[config.mk]
export PLATFORM = sky130hd
export DESIGN_NAME = module_muldiv_sequencer
export DESIGN_NICKNAME = d
export VERILOG_FILES = /design/src/rtl/muldiv_pkg.sv /design/src/rtl/module_muldiv_datapath.sv /design/src/rtl/module_muldiv_sequencer.sv
export SDC_FILE = /design/constraint.sdc
export NUM_CORES = 1
export LEC_CHECK = 0
export CELL_PAD_IN_SITES_DETAIL_PLACEMENT = 0
export CELL_PAD_IN_SITES_GLOBAL_PLACEMENT = 1
export CORE_UTILIZATION = 46
export DETAILED_ROUTE_END_ITERATION = 6
export GPL_TIMING_DRIVEN = 0
export MAX_ROUTING_LAYER = met4
export PLACE_DENSITY_LB_ADDON = 0.1
export SETUP_SLACK_MARGIN = 0.05
export SYNTH_ARGS = -nofsm -noshare
export SYNTH_HDL_FRONTEND = slang
export SYNTH_HIERARCHICAL = 1
export SYNTH_SLANG_ARGS = --single-unit
[constraint.sdc]
create_clock -name clk_i -period 7.09 [get_ports clk_i]
set_clock_uncertainty 0.1 [all_clocks]
set_input_delay 1.7725 -clock clk_i [delete_from_list [all_inputs] [get_ports clk_i]]
set_output_delay 1.7725 -clock clk_i [all_outputs]
set_load 0.005 [all_outputs]
[src/rtl/muldiv_pkg.sv]
// rtl/muldiv_pkg.sv - shared encodings and op-decode helpers for the RV32M multiply/divide unit
// Contents: sequencer state codes, RV32M funct3 codes, and op-classification functions
//           used by both the sequencer FSM and the datapath.
package muldiv_pkg;

   localparam logic [1:0] S_IDLE = 2'd0;
   localparam logic [1:0] S_CALC = 2'd1;
   localparam logic [1:0] S_FIX  = 2'd2;
   localparam logic [1:0] S_DONE = 2'd3;

   localparam logic [2:0] F3_MUL    = 3'b000;
   localparam logic [2:0] F3_MULH   = 3'b001;
   localparam logic [2:0] F3_MULHSU = 3'b010;
   localparam logic [2:0] F3_MULHU  = 3'b011;
   localparam logic [2:0] F3_DIV    = 3'b100;
   localparam logic [2:0] F3_DIVU   = 3'b101;
   localparam logic [2:0] F3_REM    = 3'b110;
   localparam logic [2:0] F3_REMU   = 3'b111;

   function automatic logic is_div(input logic [2:0] f3);
      case (f3)
         F3_DIV, F3_DIVU, F3_REM, F3_REMU: return 1'b1;
         default:                          return 1'b0;
      endcase
   endfunction

   function automatic logic is_rem(input logic [2:0] f3);
      return (f3 == F3_REM) || (f3 == F3_REMU);
   endfunction

   function automatic logic is_mul_high(input logic [2:0] f3);
      return (f3 == F3_MULH) || (f3 == F3_MULHSU) || (f3 == F3_MULHU);
   endfunction

   function automatic logic op_signed_a(input logic [2:0] f3);
      case (f3)
         F3_MULH, F3_MULHSU, F3_DIV, F3_REM: return 1'b1;
         default:                            return 1'b0;
      endcase
   endfunction

   function automatic logic op_signed_b(input logic [2:0] f3);
      case (f3)
         F3_MULH, F3_DIV, F3_REM: return 1'b1;
         default:                 return 1'b0;
      endcase
   endfunction

endpackage

[src/rtl/module_muldiv_datapath.sv]
// rtl/module_muldiv_datapath.sv - operand, accumulator and result registers for the iterative mul/div
// Ports:
//   clk, rst_n              clock, asynchronous active-low reset
//   load_op                 latch funct3, |A|/|B| (or raw), sign of result; clear accumulator
//   step                    one radix-2 shift-add (mul) or restoring shift-subtract (div) iteration
//   load_fix                load the sign-corrected, selected result into the result register
//   load_fast               load the divide-by-zero / overflow result into the result register
//   funct3, rs1, rs2        op code and operands from EX
//   fast                    current inputs describe a divide fast-path case
//   result                  registered result
module module_muldiv_datapath
   import muldiv_pkg::*;
#(
   parameter int XLEN = 32
) (
   input  logic            clk,
   input  logic            rst_n,
   input  logic            load_op,
   input  logic            step,
   input  logic            load_fix,
   input  logic            load_fast,
   input  logic [2:0]      funct3,
   input  logic [XLEN-1:0] rs1,
   input  logic [XLEN-1:0] rs2,
   output logic            fast,
   output logic [XLEN-1:0] result
);

   localparam logic [XLEN-1:0] MIN_NEG = {1'b1, {(XLEN-1){1'b0}}};

   logic [2:0]      f3_q;
   logic            neg_q;
   // hi_q: product high half / remainder; lo_q: multiplier+product low half / dividend+quotient
   logic [XLEN-1:0] hi_q, lo_q, b_q, result_q;

   logic            a_sign, b_sign, neg_d;
   logic [XLEN-1:0] a_abs, b_abs;

   assign a_sign = op_signed_a(funct3) & rs1[XLEN-1];
   assign b_sign = op_signed_b(funct3) & rs2[XLEN-1];
   assign a_abs  = a_sign ? -rs1 : rs1;
   assign b_abs  = b_sign ? -rs2 : rs2;
   // A remainder takes the dividend's sign; products and quotients take the xor.
   assign neg_d  = is_rem(funct3) ? a_sign : (a_sign ^ b_sign);

   logic            div_zero, div_ovf;
   logic [XLEN-1:0] fast_res;

   assign div_zero = (rs2 == '0);
   assign div_ovf  = op_signed_a(funct3) & (rs1 == MIN_NEG) & (rs2 == '1);
   assign fast     = is_div(funct3) & (div_zero | div_ovf);

   always_comb begin
      fast_res = '0;
      if (div_zero) fast_res = is_rem(funct3) ? rs1 : '1;
      else          fast_res = is_rem(funct3) ? '0  : MIN_NEG;
   end

   logic [XLEN:0]   mul_sum, div_shift;
   logic [XLEN-1:0] div_sub;
   logic            div_ge;

   assign mul_sum   = {1'b0, hi_q} + (lo_q[0] ? {1'b0, b_q} : '0);
   assign div_shift = {hi_q, lo_q[XLEN-1]};
   assign div_ge    = (div_shift >= {1'b0, b_q});
   // The partial remainder stays below the divisor, so the true difference fits in XLEN bits.
   assign div_sub   = div_shift[XLEN-1:0] - b_q;

   logic [2*XLEN-1:0] prod_fix;
   logic [XLEN-1:0]   qr_sel, qr_fix, fix_res;

   // High-word results need the full 64-bit negate so borrows from the low half propagate.
   assign prod_fix = neg_q ? -{hi_q, lo_q} : {hi_q, lo_q};
   assign qr_sel   = is_rem(f3_q) ? hi_q : lo_q;
   assign qr_fix   = neg_q ? -qr_sel : qr_sel;
   assign fix_res  = is_div(f3_q)      ? qr_fix :
                     is_mul_high(f3_q) ? prod_fix[2*XLEN-1:XLEN] : prod_fix[XLEN-1:0];

   always_ff @(posedge clk or negedge rst_n) begin
      if (!rst_n) begin
         f3_q  <= F3_MUL;
         neg_q <= 1'b0;
         hi_q  <= '0;
         lo_q  <= '0;
         b_q   <= '0;
      end else if (load_op) begin
         f3_q  <= funct3;
         neg_q <= neg_d;
         hi_q  <= '0;
         lo_q  <= a_abs;
         b_q   <= b_abs;
      end else if (step) begin
         if (is_div(f3_q)) begin
            hi_q <= div_ge ? div_sub : div_shift[XLEN-1:0];
            lo_q <= {lo_q[XLEN-2:0], div_ge};
         end else begin
            hi_q <= mul_sum[XLEN:1];
            lo_q <= {mul_sum[0], lo_q[XLEN-1:1]};
         end
      end
   end

   always_ff @(posedge clk or negedge rst_n) begin
      if (!rst_n)         result_q <= '0;
      else if (load_fix)  result_q <= fix_res;
      else if (load_fast) result_q <= fast_res;
   end

   assign result = result_q;

endmodule

[src/rtl/module_muldiv_sequencer.sv]
// rtl/module_muldiv_sequencer.sv - RV32M iterative multiply/divide unit with its own sequencer FSM
// Ports:
//   clk_i, rst_n_i          core clock, asynchronous active-low reset
//   start_i                 EX holds a valid M-op
//   funct3_i                RV32M op select
//   rs1_i, rs2_i            operand A / dividend, operand B / divisor
//   flush_i                 EX flush; abandons any op in flight
//   busy_o                  unit not idle
//   stall_o                 hold IF/ID/EX pipeline registers
//   done_o                  one-cycle pulse, result_o valid
//   result_o                result, held until the next done
module module_muldiv_sequencer
   import muldiv_pkg::*;
#(
   parameter int XLEN = 32
) (
   input  logic            clk_i,
   input  logic            rst_n_i,
   input  logic            start_i,
   input  logic [2:0]      funct3_i,
   input  logic [XLEN-1:0] rs1_i,
   input  logic [XLEN-1:0] rs2_i,
   input  logic            flush_i,
   output logic            busy_o,
   output logic            stall_o,
   output logic            done_o,
   output logic [XLEN-1:0] result_o
);

   localparam int              CNT_W    = $clog2(XLEN) + 1;
   localparam logic [CNT_W-1:0] CNT_INIT = CNT_W'(XLEN);

   logic [1:0]       state_q, state_d;
   logic [CNT_W-1:0] cnt_q;
   logic             accept, fast;

   assign accept = (state_q == S_IDLE) & start_i & ~flush_i;

   always_comb begin
      state_d = state_q;
      if (flush_i) begin
         state_d = S_IDLE;
      end else begin
         case (state_q)
            S_IDLE:  if (start_i) state_d = fast ? S_DONE : S_CALC;
            S_CALC:  if (cnt_q == 1) state_d = S_FIX;
            S_FIX:   state_d = S_DONE;
            default: state_d = S_IDLE;
         endcase
      end
   end

   always_ff @(posedge clk_i or negedge rst_n_i) begin
      if (!rst_n_i) begin
         state_q <= S_IDLE;
         cnt_q   <= '0;
      end else begin
         state_q <= state_d;
         if (accept)
            cnt_q <= CNT_INIT;
         else if (state_q == S_CALC && !flush_i)
            cnt_q <= cnt_q - 1'b1;
      end
   end

   module_muldiv_datapath #(
      .XLEN      (XLEN)
   ) u_datapath (
      .clk       (clk_i),
      .rst_n     (rst_n_i),
      .load_op   (accept & ~fast),
      .step      ((state_q == S_CALC) & ~flush_i),
      .load_fix  ((state_q == S_FIX) & ~flush_i),
      .load_fast (accept & fast),
      .funct3    (funct3_i),
      .rs1       (rs1_i),
      .rs2       (rs2_i),
      .fast      (fast),
      .result    (result_o)
   );

   assign busy_o  = (state_q != S_IDLE);
   assign done_o  = (state_q == S_DONE);
   // Stall is released in DONE so EX captures result_o and advances in that same cycle.
   assign stall_o = (state_q == S_CALC) | (state_q == S_FIX) | accept;

endmodule

==> flow_metrics.py <==
metrics = {
    "status": {
        "status": "finished, violations left",
        "violations": "design-rule violations",
    },
    "power_and_ir_drop": {
        "powerDensity_nw_per_um2": 486,
        "peakVddDrop_mv": 0.269,
        "fin_total_pwr_mw": 8.42,
        "power_leakage_nw": 7.00,
    },
    "clocking": {
        "numCtsBuffers": 17,
        "htreeDepth": 4,
        "cts_sinks": 140,
        "ctsResizeCount": 0,
        "postCtsSetupBuffers": 0,
        "cts_hold_buf": 0,
        "root_buffer": "clkbuf_16",
        "clock_latency_ps": 460,
        "clkTransAtPathRegs_ps": 70,
        "cts_buffer_depth": 2,
        "tritoncts": "built",
    },
    "global_route": {
        "antenna_found_initial": 2,
        "grtUsageTotal_pct": 41.5,
        "grt_remaining_overflow": 0,
        "grt_max_degree": 92,
        "grt_pass1_vias": 15939,
        "grt_pass1_wl_um": 99800,
    },
    "yosys": {
        "synthDominantCellAreaShare_pct": 23.2,
        "ys_seq_elements": 140,
        "synth_cell_types": 79,
        "synth_top_area_cell": "dfrtp_1",
        "syn_inst": 2001,
        "ys_warn_count": 6,
        "avgSynthCellArea_um2": 7.53,
        "synth-edff-count": 0,
        "ys_async_sr_fraction_pct": 100,
        "synth_area_leaders": "dfrtp_1 (23%), a21oi_1 (6.5%), ha_1 (6.2%)",
        "syn_nets": 2149,
        "ys.flop_type": "dfrtp_1",
        "ys_seq_area_share_pct": 23.2,
        "syn_area_um2": 15100,
    },
    "critical_path": {
        "cp.arrival_ps": 7230,
        "crit_type": "primary input to flip-flop",
        "start_kind": "primary input",
        "required_ps": 7360,
        "worstSetupEndpointType": "flip-flop",
        "r2r_setup_slack_ps": 180,
        "startpoint": "rs2_i[6]",
        "crit_path_max_fanout": 10,
        "r2r-start": "u_datapath/f3_q[1]",
    },
    "die": {
        "die_h_um": 183,
        "die_w_um": 183,
        "die_area_um2": 33500,
        "initial_core_util_pct": 47.3,
        "io_pins": 106,
        "core_um2": 31900,
        "row_count": 65,
    },
    "drt": {
        "dr.pass1.iters": 7,
        "via_per_inst": 6.51,
        "drt_iter0_drc": 1774,
        "drcViolationCount": 1,
        "antenna_left": 0,
        "wl_per_cell_um": 26.2,
        "routed_wl_um": 67500,
        "num_vias": 16763,
    },
    "sta": {
        "fmax_mhz": 144,
        "tightest_slew_ps": 1330,
        "finalHoldViolCount": 0,
        "period_needed_ps": 6960,
        "slew_headroom_pct": 10.9,
        "finalSetupViolCount": 0,
        "rsz0062_at_grt": "false",
        "setup_slack_ps": 130,
        "finalSetupTns_ps": 0,
        "hold_ws_ps": 419,
        "slew_viol_final": 0,
        "min_period_over_period_pct": 98.2,
    },
    "layout": {
        "syn_to_final_growth_pct": 14.9,
        "num-fill-cells": 3185,
        "nNetsFinal": 2275,
        "drive_gt1_share_pct": 4.58,
    },
    "job": {
        "max_cap_viol_count": 0,
    },
    "placed_design": {
        "hpwl_um": 50900,
        "io_buffers": 105,
        "pre_cts_slack_ps": -116,
        "gp_congestion": 1.01,
    },
    "min_path": {
        "holdCritStartpoint": "u_datapath/result[18]",
        "hp-class": "flip-flop to flip-flop",
    },
}
[cells in the final DEF, fill, tap and decap left out, types with 11 or more instances in the layout]
cell type and count:
a31oi_1 20, dfrtp_1 140, buf_1 13, ha_1 75
xnor2_1 105, clkdlybuf4s50_1 104, a211oi_1 59, nand2b_1 15
and3_1 12, nor2_1 234, nand3_1 28, or2_2 12
o21ai_0 134, o21a_1 15, nor2b_1 16, xor2_1 89
o41ai_1 16, nor3_1 41, a22oi_1 17, o31ai_1 34
inv_1 77, nand4_1 28, o21ai_1 11, nand2_1 151
clkbuf_1 119, or3_1 30, o211ai_1 26, a21o_1 31
mux2i_1 72, nor4_1 19, clkbuf_16 17, a21oi_1 196
mux2_2 11, o21bai_1 12
[per-layer routing]
metal	part of all wire [%]	vias to the layer above	wire (um)	GRT usage [%]
li1	-	7543	-	-
met1	41	8101	27400	50.4
met2	46	893	31000	66.1
met3	7.5	226	5050	6.57
met4	6.0	0	4060	22.4
met5	0	-	0	-
[synth_stat cells (11+ instances only)]
cell / instances
o211ai_1: 26
clkbuf_1: 119
or3_1: 30
xor2_1: 89
nor4_1: 20
a22oi_1: 17
nor2_1: 234
o41ai_1: 16
mux2_2: 11
a31oi_1: 20
a211oi_1: 59
ha_1: 75
o21bai_1: 12
nand3_1: 28
nand2_1: 151
xnor2_1: 105
and3_1: 12
dfrtp_1: 140
buf_1: 13
nor3_1: 42
nand2b_1: 15
o21a_1: 15
nand4_1: 28
nor2b_1: 16
or2_2: 12
mux2i_1: 72
a21o_1: 31
inv_1: 77
a21oi_1: 196
o31ai_1: 34
o21ai_1: 11
o21ai_0: 134
[cell type report]
cell class                 instances  area (um^2)  share of cell area (%)
buffer                           141          543                    3.14
clock buffer                      18          439                    2.54
timing repair buffer             107         1090                    6.28
clock inverter                    14          155                   0.896
sequential                       140         3500                    20.2
inverter                          78          293                    1.69
tap                              435          544                    3.14
multi-input combinational       1642        10700                    62.1
antenna                            1         2.50                  0.0145
[final timing paths]
check	cells after the start	endpoint
min reg2reg	2	u_datapath/result[18]
max in group asynchronous	2	u_datapath/result[30]
min in group asynchronous	1	cnt_q[4]
min	2	u_datapath/result[18]
max	12	u_datapath/hi_q[13]
max reg2reg	16	u_datapath/result[30]
[flip-flops by register name, summed over array words and instances, names as in the netlist]
register           flops
u_datapath/lo_q       32
u_datapath/hi_q       32
u_datapath/result     32
u_datapath/b_q        32
u_datapath/f3_q        3
state_q                2
u_datapath/neg_q       1
cnt_q                  6
[metrics by stage]
stage,instance area [um^2],utilization (%),instances
finish,17300,54.3,2576
global route,17300,54.3,2576
CTS,17300,54.3,2575
detailed placement,16700,52.4,2543
global placement,16700,52.3,2541
floorplan,15100,-,2001
[worst max-delay path: stages]
cell	delay [ps]
clkdlybuf4s50_1	510
or4_4	590
or3_4	360
or3_4	360
or4_4	580
nor4_4	620
o21a_1	320
nor2_1	210
nor2_1	910
clkbuf_1	640
a22oi_1	200
o21ai_0	140
[report_power, final]
| group | switching, mW | internal (mW) | leakage [nW] |
|---|---|---|---|
| sequential | 0.378 | 1.16 | 1.69 |
| clock | 0.432 | 0.506 | 0.282 |
| combinational | 3.76 | 2.18 | 5.03 |
[cells by family after synthesis]
| logic type | after synthesis | synth area share, % |
|---|---|---|
| adder cells (fa/ha/maj) | 77 | 6.49 |
| XOR/XNOR | 194 | 11.3 |
| flip-flops | 140 | 23.2 |
| multiplexers | 83 | 5.60 |
| buffers and inverters | 219 | 5.55 |
| AND/OR/NAND/NOR | 638 | 20.5 |
| AO/OA/AOI/OAI | 650 | 27.4 |
No activity file was read; power rests on OpenSTA's default activity.
